--- src/rtl/arb_pkg.sv ---
// rtl/arb_pkg.sv - shared types, sizes and round-robin pick function for mux4_rr_arbiter
package arb_pkg;

    typedef enum logic {IDLE, LOCKED} arb_state_t;

    localparam int NUM_REQ = 4;
    localparam int REQ_W   = 2;

    // First set request bit scanning ptr, ptr+1, ... (mod NUM_REQ).
    // Walking downward lets the lowest offset win by being written last.
    // With no request set the result is ptr and the caller must not use it.
    function automatic logic [REQ_W-1:0] rr_pick(input logic [NUM_REQ-1:0] req,
                                                 input logic [REQ_W-1:0]   ptr);
        logic [REQ_W-1:0] pick;
        logic [REQ_W-1:0] idx;
        pick = ptr;
        for (int k = NUM_REQ - 1; k >= 0; k--) begin
            idx = ptr + REQ_W'(k);
            if (req[idx]) begin
                pick = idx;
            end
        end
        return pick;
    endfunction

endpackage

--- src/rtl/mux4_rr_arbiter_if.sv ---
// rtl/mux4_rr_arbiter_if.sv - producer/consumer bundle of the four-way packet arbiter
interface mux4_rr_arbiter_if #(parameter int N = 16);

    logic [arb_pkg::NUM_REQ-1:0] in_valid;
    logic [arb_pkg::NUM_REQ-1:0] in_last;
    logic [N-1:0]                in_data0;
    logic [N-1:0]                in_data1;
    logic [N-1:0]                in_data2;
    logic [N-1:0]                in_data3;
    logic [arb_pkg::NUM_REQ-1:0] in_ready;
    logic                        out_valid;
    logic [N-1:0]                out_data;
    logic                        out_last;
    logic                        out_ready;
    logic [arb_pkg::REQ_W-1:0]   grant;
    logic                        busy;

    // Environment side: drives the producers and the consumer ready
    modport master (
        output in_valid, in_last, in_data0, in_data1, in_data2, in_data3, out_ready,
        input  in_ready, out_valid, out_data, out_last, grant, busy
    );

    // Arbiter side
    modport slave (
        input  in_valid, in_last, in_data0, in_data1, in_data2, in_data3, out_ready,
        output in_ready, out_valid, out_data, out_last, grant, busy
    );

endinterface

--- src/rtl/mux4.sv ---
// rtl/mux4.sv - four-input N-bit multiplexer
module mux4 #(
    parameter int N = 16
) (
    input  logic [N-1:0] d0,
    input  logic [N-1:0] d1,
    input  logic [N-1:0] d2,
    input  logic [N-1:0] d3,
    input  logic [1:0]   sel,
    output logic [N-1:0] y
);

    // Plain select; every case covered so no latch can form
    always_comb begin
        case (sel)
            2'd0:    y = d0;
            2'd1:    y = d1;
            2'd2:    y = d2;
            default: y = d3;
        endcase
    end

endmodule

--- src/rtl/mux4_rr_arbiter.sv ---
// rtl/mux4_rr_arbiter.sv - round-robin packet arbiter sharing one channel among four requesters
module mux4_rr_arbiter
    import arb_pkg::*;
#(
    parameter int N = 16
) (
    input  logic                clk,
    input  logic                rst_n,
    mux4_rr_arbiter_if.slave    bus
);

    arb_state_t          state_q;
    logic [REQ_W-1:0]    grant_q;
    logic [REQ_W-1:0]    ptr_q;
    logic                busy_q;

    logic [REQ_W-1:0]    grant_d;
    logic [REQ_W-1:0]    ptr_d;
    logic                locked;
    logic                out_valid_c;
    logic                out_last_c;
    logic [NUM_REQ-1:0]  in_ready_c;
    logic                xfer;
    logic                pkt_done;

    assign locked = (state_q == LOCKED);

    // Owner's handshake is passed straight through while locked; everyone else sees ready low
    always_comb begin
        out_valid_c = locked & bus.in_valid[grant_q];
        out_last_c  = out_valid_c & bus.in_last[grant_q];
        in_ready_c  = '0;
        if (locked) begin
            in_ready_c[grant_q] = bus.out_ready;
        end
    end

    assign xfer     = out_valid_c & bus.out_ready;
    assign pkt_done = xfer & out_last_c;
    assign grant_d  = rr_pick(bus.in_valid, ptr_q);
    assign ptr_d    = grant_q + REQ_W'(1);

    // Ownership FSM: grab on any request in IDLE, release after the last beat transfers
    always_ff @(posedge clk or negedge rst_n) begin
        if (!rst_n) begin
            state_q <= IDLE;
            grant_q <= '0;
            ptr_q   <= '0;
            busy_q  <= 1'b0;
        end else begin
            case (state_q)
                IDLE: begin
                    if (|bus.in_valid) begin
                        grant_q <= grant_d;
                        state_q <= LOCKED;
                        busy_q  <= 1'b1;
                    end
                end
                LOCKED: begin
                    if (pkt_done) begin
                        ptr_q   <= ptr_d;
                        state_q <= IDLE;
                        busy_q  <= 1'b0;
                    end
                end
                default: begin
                    state_q <= IDLE;
                    busy_q  <= 1'b0;
                end
            endcase
        end
    end

    mux4 #(.N(N)) u_mux4 (
        .d0  (bus.in_data0),
        .d1  (bus.in_data1),
        .d2  (bus.in_data2),
        .d3  (bus.in_data3),
        .sel (grant_q),
        .y   (bus.out_data)
    );

    assign bus.out_valid = out_valid_c;
    assign bus.out_last  = out_last_c;
    assign bus.in_ready  = in_ready_c;
    assign bus.grant     = grant_q;
    assign bus.busy      = busy_q;

endmodule

--- src/flat_wrapper.sv ---
// flat-port wrapper written by rule: the top's interface ports become plain ports
module mux4_rr_arbiter_flat import arb_pkg::*;
#(
    parameter int N = 16
)
  (clk, rst_n, bus_in_valid, bus_in_last, bus_in_data0, bus_in_data1, bus_in_data2, bus_in_data3, bus_out_ready, bus_in_ready, bus_out_valid, bus_out_data, bus_out_last, bus_grant, bus_busy);
  mux4_rr_arbiter_if #(.N(N)) bus_i ();
  input  logic clk;
  input  logic rst_n;
  input wire logic [$bits(bus_i.in_valid)-1:0] bus_in_valid;
  input wire logic [$bits(bus_i.in_last)-1:0] bus_in_last;
  input wire logic [$bits(bus_i.in_data0)-1:0] bus_in_data0;
  input wire logic [$bits(bus_i.in_data1)-1:0] bus_in_data1;
  input wire logic [$bits(bus_i.in_data2)-1:0] bus_in_data2;
  input wire logic [$bits(bus_i.in_data3)-1:0] bus_in_data3;
  input wire logic [$bits(bus_i.out_ready)-1:0] bus_out_ready;
  output wire logic [$bits(bus_i.in_ready)-1:0] bus_in_ready;
  output wire logic [$bits(bus_i.out_valid)-1:0] bus_out_valid;
  output wire logic [$bits(bus_i.out_data)-1:0] bus_out_data;
  output wire logic [$bits(bus_i.out_last)-1:0] bus_out_last;
  output wire logic [$bits(bus_i.grant)-1:0] bus_grant;
  output wire logic [$bits(bus_i.busy)-1:0] bus_busy;
  assign bus_i.in_valid = bus_in_valid;
  assign bus_i.in_last = bus_in_last;
  assign bus_i.in_data0 = bus_in_data0;
  assign bus_i.in_data1 = bus_in_data1;
  assign bus_i.in_data2 = bus_in_data2;
  assign bus_i.in_data3 = bus_in_data3;
  assign bus_i.out_ready = bus_out_ready;
  assign bus_in_ready = bus_i.in_ready;
  assign bus_out_valid = bus_i.out_valid;
  assign bus_out_data = bus_i.out_data;
  assign bus_out_last = bus_i.out_last;
  assign bus_grant = bus_i.grant;
  assign bus_busy = bus_i.busy;
  mux4_rr_arbiter #(.N(N)) u_core (.clk(clk), .rst_n(rst_n), .bus(bus_i));
endmodule
--- config.mk ---
export PLATFORM = sky130hd
export DESIGN_NAME = mux4_rr_arbiter_flat
export DESIGN_NICKNAME = d
export VERILOG_FILES = /design/src/rtl/arb_pkg.sv /design/src/rtl/mux4_rr_arbiter_if.sv /design/src/rtl/mux4.sv /design/src/rtl/mux4_rr_arbiter.sv /design/src/flat_wrapper.sv
export SDC_FILE = /design/constraint.sdc
export NUM_CORES = 1
export LEC_CHECK = 0
export BUFFER_PORTS_ARGS = -buffer_cell sky130_fd_sc_hd__buf_2
export CORE_ASPECT_RATIO = 1.4
export CORE_MARGIN = 2
export CORE_UTILIZATION = 30
export DETAILED_ROUTE_END_ITERATION = 6
export GPL_ROUTABILITY_DRIVEN = 0
export PLACE_DENSITY = 0.87
export SYNTH_ARGS = -nofsm -noshare
export SYNTH_HDL_FRONTEND = slang
export SYNTH_SLANG_ARGS = --single-unit
export TNS_END_PERCENT = 10
--- constraint.sdc ---
create_clock -name clk -period 1.5 [get_ports clk]
set_input_delay 0.075 -clock clk [delete_from_list [all_inputs] [get_ports clk]]
set_output_delay 0.075 -clock clk [all_outputs]
set_load 0.05 [all_outputs]
## Yosys cells after proc, flatten, opt, wreduce, memory -nomap -nowiden

Cells that the tools add are included.

- Output and inout bits: 25
- Bits of input ports: 75
- Bits in latches: 0
- Word-level logic and storage cells: 56
- Bits in writable memories: 0
- ROM bits: 0
- Memories: 0
- Register bits after elaboration: 6

- Order comparisons: 6
- Bitwise operators: 6
- Multiplexer cells: 26
- Divide/modulo/power cells: 0
- Reductions and logical operators: 6
- Shift-type cells: 0
- Add/subtract/negate cells: 4
- Equal/unequal tests: 4
- $mul: 0

Operators with widths:

| kind | count |
|---|---|
| $pmux 16 s3 | 1 |
| $lt 2x3->1 const B | 5 |
| $bmux 1 s2 | 6 |
| $mux 1 | 11 |
| $mux 2 | 4 |
| $reduce_and 2->1 | 3 |
| $add 2x1->2 const B | 2 |
| $add 2x2->2 const B | 2 |
| $and 1x1->1 | 4 |
| $and 4x4->4 | 1 |
| $mux 4 | 1 |
| $pmux 1 s2 | 2 |
| $reduce_or 4->1 | 1 |
| $demux 1 s2 | 1 |
| $eq 2x1->1 const B | 1 |
| $eq 2x2->1 const B | 1 |
| $ge 2x1->1 const B | 1 |
| $logic_not 2->1 | 1 |
| $ne 2x1->1 const B | 1 |
| $ne 2x2->1 const B | 1 |
| $logic_and 1x1->1 | 1 |
| $not 1->1 | 1 |

## Longest topological paths before layout

Gate-level depths: netlist of the first run.

- Word-level depth: 7
- Gate-level depth with buffers: 6
- Mapped depth without buffers: 4

## Cells and area by module

A second synthesis of the first run with hierarchy kept.

- Cells, all modules: 74
- Area total of the unflattened synthesis: 958.4 µm²

Modules (own cells, without submodules):

| module | cells an instance | area an instance (µm²) | times used | seq. area each (µm²) |
|---|---|---|---|---|
| mux4_rr_arbiter | 54 | 534.3 | 1 | 150.1 |
| mux4 | 20 | 424.2 | 1 | 0.0 |

## Worst setup path before layout of the first run

OpenSTA, ideal clock, no wires.

- Kind: register to output
- Start: reg u_core.grant_q[0] (netlist: u_core.bus.grant[0])
- End: out bus_out_data[0]
- Stages on the path, launching flop included: 5
- Arrival time: 2.519 ns
- Required time: 1.425 ns
- Buffers on the path: 2
- Slack: -1.094 ns
- Cells stage by stage: dfrtp_1 -> ha_1 -> clkbuf_1 -> buf_2 -> mux2i_1

- Word-level cells in the longest chain between the ends: 2
- Elaborated cells on any way between the ends: 4
- Classes of those cells: eq/ne: 2; mux: 1; reduce/logical: 1

RTL lines:

| what | RTL line | text |
|---|---|---|
| start, declared | mux4_rr_arbiter.sv:13 | `logic [REQ_W-1:0] grant_q;` |
| start signal, assigned | mux4_rr_arbiter.sv:54 | `grant_q <= grant_d;` |
| $eq 2x2->1, or another cell as far along | mux4.sv:15 | `case (sel)` |
| $pmux 16 s3 (*) | mux4.sv:15 |  |
| end, declared | flat_wrapper.sv:19 | `output wire logic [$bits(bus_i.out_data)-1:0] bus_out_data;` |

Every way passes the cells marked *; elsewhere a longest branch is shown, timed or not.

## Worst setup path in the final report of the first run

- Start: reg u_core.grant_q[1] (netlist: u_core.bus.grant[1])
- End: out bus_out_data[4]

The elaborated chain is that of the path after synthesis.

==> impl_metrics.tcl, run 1 <==
set metrics [dict create \
    vias 1316 \
    timing_max_transition_violations_final 0 \
    worstMarginPinSlew_ns 0.483 \
    grt_antenna_before_repair 0 \
    cts.sinks 6 \
    cellPowerDensity_nw_per_um2 2840 \
    placeableCoreArea_sq_um 2850 \
    htree_num_levels 1 \
    clkTransAtPathRegs_ns 0.04 \
    starting_utilization_of_the_core_area_pct 31.0 \
    final_core_utilization_pct 69.1 \
    reported_max_cap_violation_count 0 \
    outcome "finished, violations left" \
    dr.pass1.iters 4 \
    dieArea_sq_um 3400 \
    ant_nets 0 \
    route.detailed.wl_per_inst_um 15.3 \
    crit_type "reg2out" \
    grt_first_pass_wirelength_um 5750 \
    antenna-diode-count 0 \
    synthArstFlopShare_pct 100 \
    final_cell_mix "77 x sky130_fd_sc_hd__buf_2, 26 x sky130_fd_sc_hd__buf_6, 20 x sky130_fd_sc_hd__inv_1" \
    fraction_of_layout_instances_using_a_drive_strength_above_1_pct 70.3 \
    hold_viol_final 0 \
    post-route-min-period_ns 1.92 \
    place.detailed.hpwl_um 3100 \
    finish.net_count 300 \
    die_h_um 68.2 \
    finish.cell_count_without_fillers 256 \
    sequential_cell_area_sq_um 158 \
    worst_slew_margin_rel_pct 67.8 \
    fp-row-count 23 \
    critPathCaptureType "output pin" \
    worstPathArrival_ns 1.84 \
    cts_max_path_buffers 2 \
    syn_nets 183 \
    yosys_warn_count 0 \
    clk-insertion-delay-late_ns 0.24 \
    ioPinCount 100 \
    synthCells 103 \
    drtIter0Drc 85 \
    report.final.setup_viol 26 \
    fillers 223 \
    layout_commonest_cell "sky130_fd_sc_hd__buf_2" \
    worstSetupStartpointType "register" \
    grt.total_usage_pct 22.5 \
    finClkSkew_ns 0.00177 \
    min_path_type "in2async" \
    tritoncts_clock_tree "done" \
    synthDistinctLibCells 22 \
    setup_slack_ns -0.416 \
    port_buffers 99 \
    synth_enable_flop_cells 0 \
    synth-main-ff-cell "sky130_fd_sc_hd__dfrtp_1" \
    static-leakage-power_uw 0.000999 \
    placement.cell_area_sq_um 1720 \
    worst_ep_required_time_ns 1.42 \
    grt_pass1_vias 1320 \
    clock-root-buffer "sky130_fd_sc_hd__clkbuf_8" \
    synth.avg_cell_area_sq_um 8.58 \
    numPlacedInstances 250 \
    max_clock_freq_mhz 522 \
    failing_checks "negative setup slack" \
    overflow 0 \
    grt_max_degree 10 \
    min_period_over_period_pct 128 \
    mappedNetlistArea_sq_um 883 \
    multiInputGateArea_sq_um 805 \
    unrepaired_setup_endpoints_after_global_routing "true" \
    totalPowerFinal_uw 5590 \
    synth-seq-cells 6 \
    vdd.ir_drop.worst_mv 1.85 \
    cell_area_after_layout_sq_um 1970 \
    synth.yosys.seq_area_share_pct 17.0 \
    flow.area_growth_from_synthesis_pct 123 \
    drcViolationCount 0 \
    drt_wl_total_um 3910 \
    die_width_um 49.9 \
    worstPathMaxFanout 7 \
    tritoncts.num_buffers 3 \
    routed_via_density 5.14 \
]
## critical path, stage by stage (launching register included)
cell and delay, ns:
sky130_fd_sc_hd__dfrtp_4 0.50, sky130_fd_sc_hd__ha_4 0.20, sky130_fd_sc_hd__buf_6 0.12, sky130_fd_sc_hd__a222oi_1 0.48
sky130_fd_sc_hd__mux2i_4 0.12, sky130_fd_sc_hd__buf_6 0.18
## final timing paths
path / slack, ns / cells past startpoint / start / end
max: -0.42 / 5 / u_core.bus.grant[1] / bus_out_data[4]
min: 0.18 / 2 / rst_n / u_core.ptr_q[0]
max reg2reg: -0.26 / 6 / u_core.bus.grant[0] / u_core.ptr_q[1]
min reg2reg: 0.47 / 1 / u_core.bus.busy / u_core.bus.busy
max in group asynchronous: 1.15 / 2 / rst_n / u_core.bus.grant[0]
min in group clk: 0.21 / 4 / bus_in_valid[1] / u_core.bus.grant[1]
## cells in the mapped netlist (2+ instances only)
| master | count | area share [%] |
|---|---|---|
| sky130_fd_sc_hd__a222oi_1 | 17 | 19 |
| sky130_fd_sc_hd__o22ai_1 | 3 | 2.1 |
| sky130_fd_sc_hd__nor2_1 | 5 | 2.1 |
| sky130_fd_sc_hd__a21o_1 | 2 | 1.7 |
| sky130_fd_sc_hd__ha_1 | 5 | 7.1 |
| sky130_fd_sc_hd__o21ai_0 | 2 | 1.1 |
| sky130_fd_sc_hd__mux2i_1 | 17 | 19 |
| sky130_fd_sc_hd__mux4_2 | 2 | 5.1 |
| sky130_fd_sc_hd__and3_1 | 5 | 3.5 |
| sky130_fd_sc_hd__clkbuf_1 | 7 | 3.0 |
| sky130_fd_sc_hd__dfrtp_1 | 6 | 17 |
| sky130_fd_sc_hd__inv_1 | 22 | 9.3 |
## logic make-up after synthesis
kind of cell	after synthesis	synth area share, %
DFF	6	17.0
muxes	21	27.3
buffers and inverters	30	12.9
AOI/OAI and AO/OA	25	24.9
adders and majority gates	5	7.08
and+or+nand+nor	16	10.8
## where the power goes
group | internal, uW | leakage, uW | switching [uW]
Combinational | 2180 | 0.000911 | 2760
Clock | 185 | 0.0000228 | 93.2
Sequential | 260 | 0.0000653 | 111
Total | 2630 | 0.000999 | 2960
## per-layer routing
metal / routed length [um] / GRT usage [%] / vias up
met5: 0 / 0 / -
met3: 333 / 6.99 / 15
met4: 145 / 13.5 / 0
li1: - / - / 632
met1: 1270 / 20.8 / 602
met2: 2160 / 43.0 / 67
## timing repair
action	CTS	global route
hold buffers	1	0
resized for setup	49	4
endpoints found under the hold margin	6	0
endpoints found under the setup margin	26	26
setup buffers	0	1
pin swaps	17	5
## sequential cells by signal, summed over array words and instances, names as in the netlist
name and flops:
u_core.bus.grant 2, u_core.ptr_q 2, u_core.bus.busy 1, u_core.locked 1
## area by class of cell
type,count,area share (%)
Multi-Input combinational cell,67,40.9
Tap cell,37,2.35
Sequential cell,6,8.01
Clock buffer,4,2.29
Timing Repair Buffer,120,42.3
Inverter,22,4.19
## through the flow
| step | setup TNS [ns] | setup WS [ns] | hold slack (ns) |
|---|---|---|---|
| after floorplan | -4.92 | -0.316 | -0.221 |
| after global placement | -2.83 | -0.208 | -0.0936 |
| after detailed placement | -3.55 | -0.245 | -0.0901 |
| after CTS | -7.04 | -0.415 | 0.188 |
| after global routing | -8.68 | -0.477 | 0.223 |
| final | -7.18 | -0.416 | 0.185 |
Power figures use the tool's default switching activity.
==> run 2: changes to the inputs <==
Settings changed: CELL_PAD_IN_SITES_DETAIL_PLACEMENT from default to 0, CELL_PAD_IN_SITES_GLOBAL_PLACEMENT from default to 1, CORE_UTILIZATION 30 to 21, PLACE_DENSITY 0.87 to 0.9.
Clock period 1.5 ns to 1.9 ns, I/O delays scaled along.
==> run 2 against run 1 <==
  * Highest routed layer unchanged
  * Critical endpoint is now bus_out_data[11]
  * Power down 25%
  * Core utilization decreased by 22 points
  * The flow finishes with violations (design-rule violations, negative setup slack)
  * Sequential share of layout area grew 0.29 points
==> impl_metrics.tcl, run 2 (synthesis gave the netlist of run 1 again) <==
set metrics [dict create \
    outcome "finished, violations left" \
    failing_checks "design-rule violations, negative setup slack" \
    final_cell_mix "86 x sky130_fd_sc_hd__buf_2, 20 x sky130_fd_sc_hd__inv_1, 17 x sky130_fd_sc_hd__a222oi_1" \
    fillers 373 \
    clock-root-buffer "sky130_fd_sc_hd__clkbuf_8" \
    port_buffers 99 \
    route.detailed.wl_per_inst_um 15.0 \
    drcViolationCount 10 \
    post-route-min-period_ns 1.92 \
    grt_max_degree 18 \
    overflow 0 \
    fp-row-count 27 \
    tritoncts.num_buffers 3 \
    worstMarginPinSlew_ns 0.477 \
    fraction_of_layout_instances_using_a_drive_strength_above_1_pct 68.6 \
    grt_pass1_vias 1229 \
    worst_ep_required_time_ns 1.80 \
    antenna-diode-count 0 \
    setup_slack_ns -0.0239 \
    reported_max_cap_violation_count 0 \
    timing_max_transition_violations_final 0 \
    max_stage_delay_ns 0.47 \
    worst_slew_margin_rel_pct 67.9 \
    worstSetupStartpointType "register" \
    grt.total_usage_pct 14.1 \
    clkTransAtPathRegs_ns 0.04 \
    max_clock_freq_mhz 520 \
    die_width_um 58.8 \
    critPathCaptureType "output pin" \
    sequential_cell_area_sq_um 155 \
    multiInputGateArea_sq_um 812 \
    drt_wl_total_um 3800 \
    finish.net_count 291 \
    place.detailed.hpwl_um 2800 \
    layout_commonest_cell "sky130_fd_sc_hd__buf_2" \
    finClkSkew_ns 0.00308 \
    dieArea_sq_um 4750 \
    flow.area_growth_from_synthesis_pct 112 \
    totalNegativeSetupSlack_ns -0.0317 \
    die_h_um 80.7 \
    tritoncts_clock_tree "done" \
    htree_num_levels 1 \
    crit_type "reg2out" \
    hold_viol_final 0 \
    report.final.setup_viol 3 \
    grt_antenna_before_repair 0 \
    cts.sinks 6 \
    cts_max_path_buffers 2 \
    reg2reg_setup_slack_ns 0.11 \
    dr.pass1.iters 7 \
    vdd.ir_drop.worst_mv 0.960 \
    ioPinCount 100 \
    routed_via_density 4.95 \
    min_period_over_period_pct 101 \
    clk-insertion-delay-late_ns 0.23 \
    totalPowerFinal_uw 4180 \
    starting_utilization_of_the_core_area_pct 22.2 \
    worstPathMaxFanout 6 \
    timing.critical_path.max_delay_family "compound AO/OA/AOI/OAI gates" \
    path_cells "inv_4 -> ha_4 -> buf_4 -> a222oi_1 -> mux2i_4 -> buf_6" \
    ant_nets 0 \
    unrepaired_setup_endpoints_after_global_routing "true" \
    cellPowerDensity_nw_per_um2 2240 \
    critPathBufInv 3 \
    placeableCoreArea_sq_um 3990 \
    grt_first_pass_wirelength_um 5240 \
    timing.critical_path.slowest_stage_cell "sky130_fd_sc_hd__a222oi_1" \
    worstPathArrival_ns 1.83 \
    min_path_type "in2async" \
    vias 1253 \
    drtIter0Drc 118 \
    static-leakage-power_uw 0.000946 \
]
run 2: cell count changes in the layout (fill, tap and decap cells not counted), sizes merged:
| cell | previous run | this run |
|---|---|---|
| buf | 119 | 109 |
| clkbuf | 4 | 5 |
run 2: repair_timing:
action | in CTS | in global routing
hold endpoints to repair | 6 | 0
hold buffers | 1 | 0
endpoints found under the setup margin | 16 | 18
cloned | 0 | 1
setup buffers | 3 | 3
gates resized for setup | 23 | 20
pin swaps | 10 | 11
run 2: power breakdown:
| part | internal (uW) | total, uW | switching [uW] | leakage [uW] |
|---|---|---|---|---|
| combinational | 1540 | 3670 | 2130 | 0.000858 |
| sequential | 201 | 300 | 99.0 | 0.0000651 |
| clock | 145 | 208 | 62.9 | 0.0000228 |
| total | 1890 | 4180 | 2300 | 0.000946 |
run 2: final cells by class:
type	instances	area share, %
inverter	22	4.55
clock buffer	4	2.41
sequential	6	8.29
multi-input combinational	67	43.4
tap	43	2.88
timing repair buffer	111	38.5
run 2: worst reg2reg max path, stage by stage, from the launching register on:
cell and delay [ns]:
sky130_fd_sc_hd__dfrtp_2 0.41, sky130_fd_sc_hd__buf_6 0.11, sky130_fd_sc_hd__buf_4 0.11, sky130_fd_sc_hd__mux4_2 0.54
sky130_fd_sc_hd__nand3_2 0.13, sky130_fd_sc_hd__nor2_2 0.06, sky130_fd_sc_hd__mux2_4 0.30
run 2: stage by stage:
| stage | utilization (%) | instances | instance area, sq um | hold slack [ns] | setup slack, ns |
|---|---|---|---|---|---|
| 6_report | 46.9 | 253 | 1870 | 0.221 | -0.0239 |
| 5_1_grt | 46.9 | 253 | 1870 | 0.240 | -0.0892 |
| 2_1_floorplan | - | 103 | 1050 | -0.201 | -0.00782 |
| 4_1_cts | 45.3 | 251 | 1810 | 0.219 | -0.00526 |
| 3_3_place_gp | 41.4 | 243 | 1650 | -0.0790 | 0.166 |
| 3_5_place_dp | 41.4 | 243 | 1650 | -0.0737 | 0.131 |
run 2: final timing paths:
kind                                     startpoint  cells after the start                   to
worst min-delay path                          rst_n                      2      u_core.ptr_q[0]
min in group clk                      bus_out_ready                      3      u_core.bus.busy
worst max register to register  u_core.bus.grant[1]                      6      u_core.ptr_q[1]
max in group asynchronous                     rst_n                      2  u_core.bus.grant[0]
worst min register to register      u_core.bus.busy                      1      u_core.bus.busy
worst max-delay path            u_core.bus.grant[0]                      6     bus_out_data[11]
run 2: per-layer routing:
| layer | track usage (%) | vias to the layer above | wire [um] | part of all wire [%] |
|---|---|---|---|---|
| li1 | - | 609 | - | - |
| met5 | 0 | - | 0 | 0 |
| met4 | 5.00 | 0 | 38 | 1.0 |
| met3 | 1.43 | 4 | 330 | 8.7 |
| met2 | 28.0 | 68 | 2070 | 54 |
| met1 | 14.6 | 572 | 1360 | 36 |
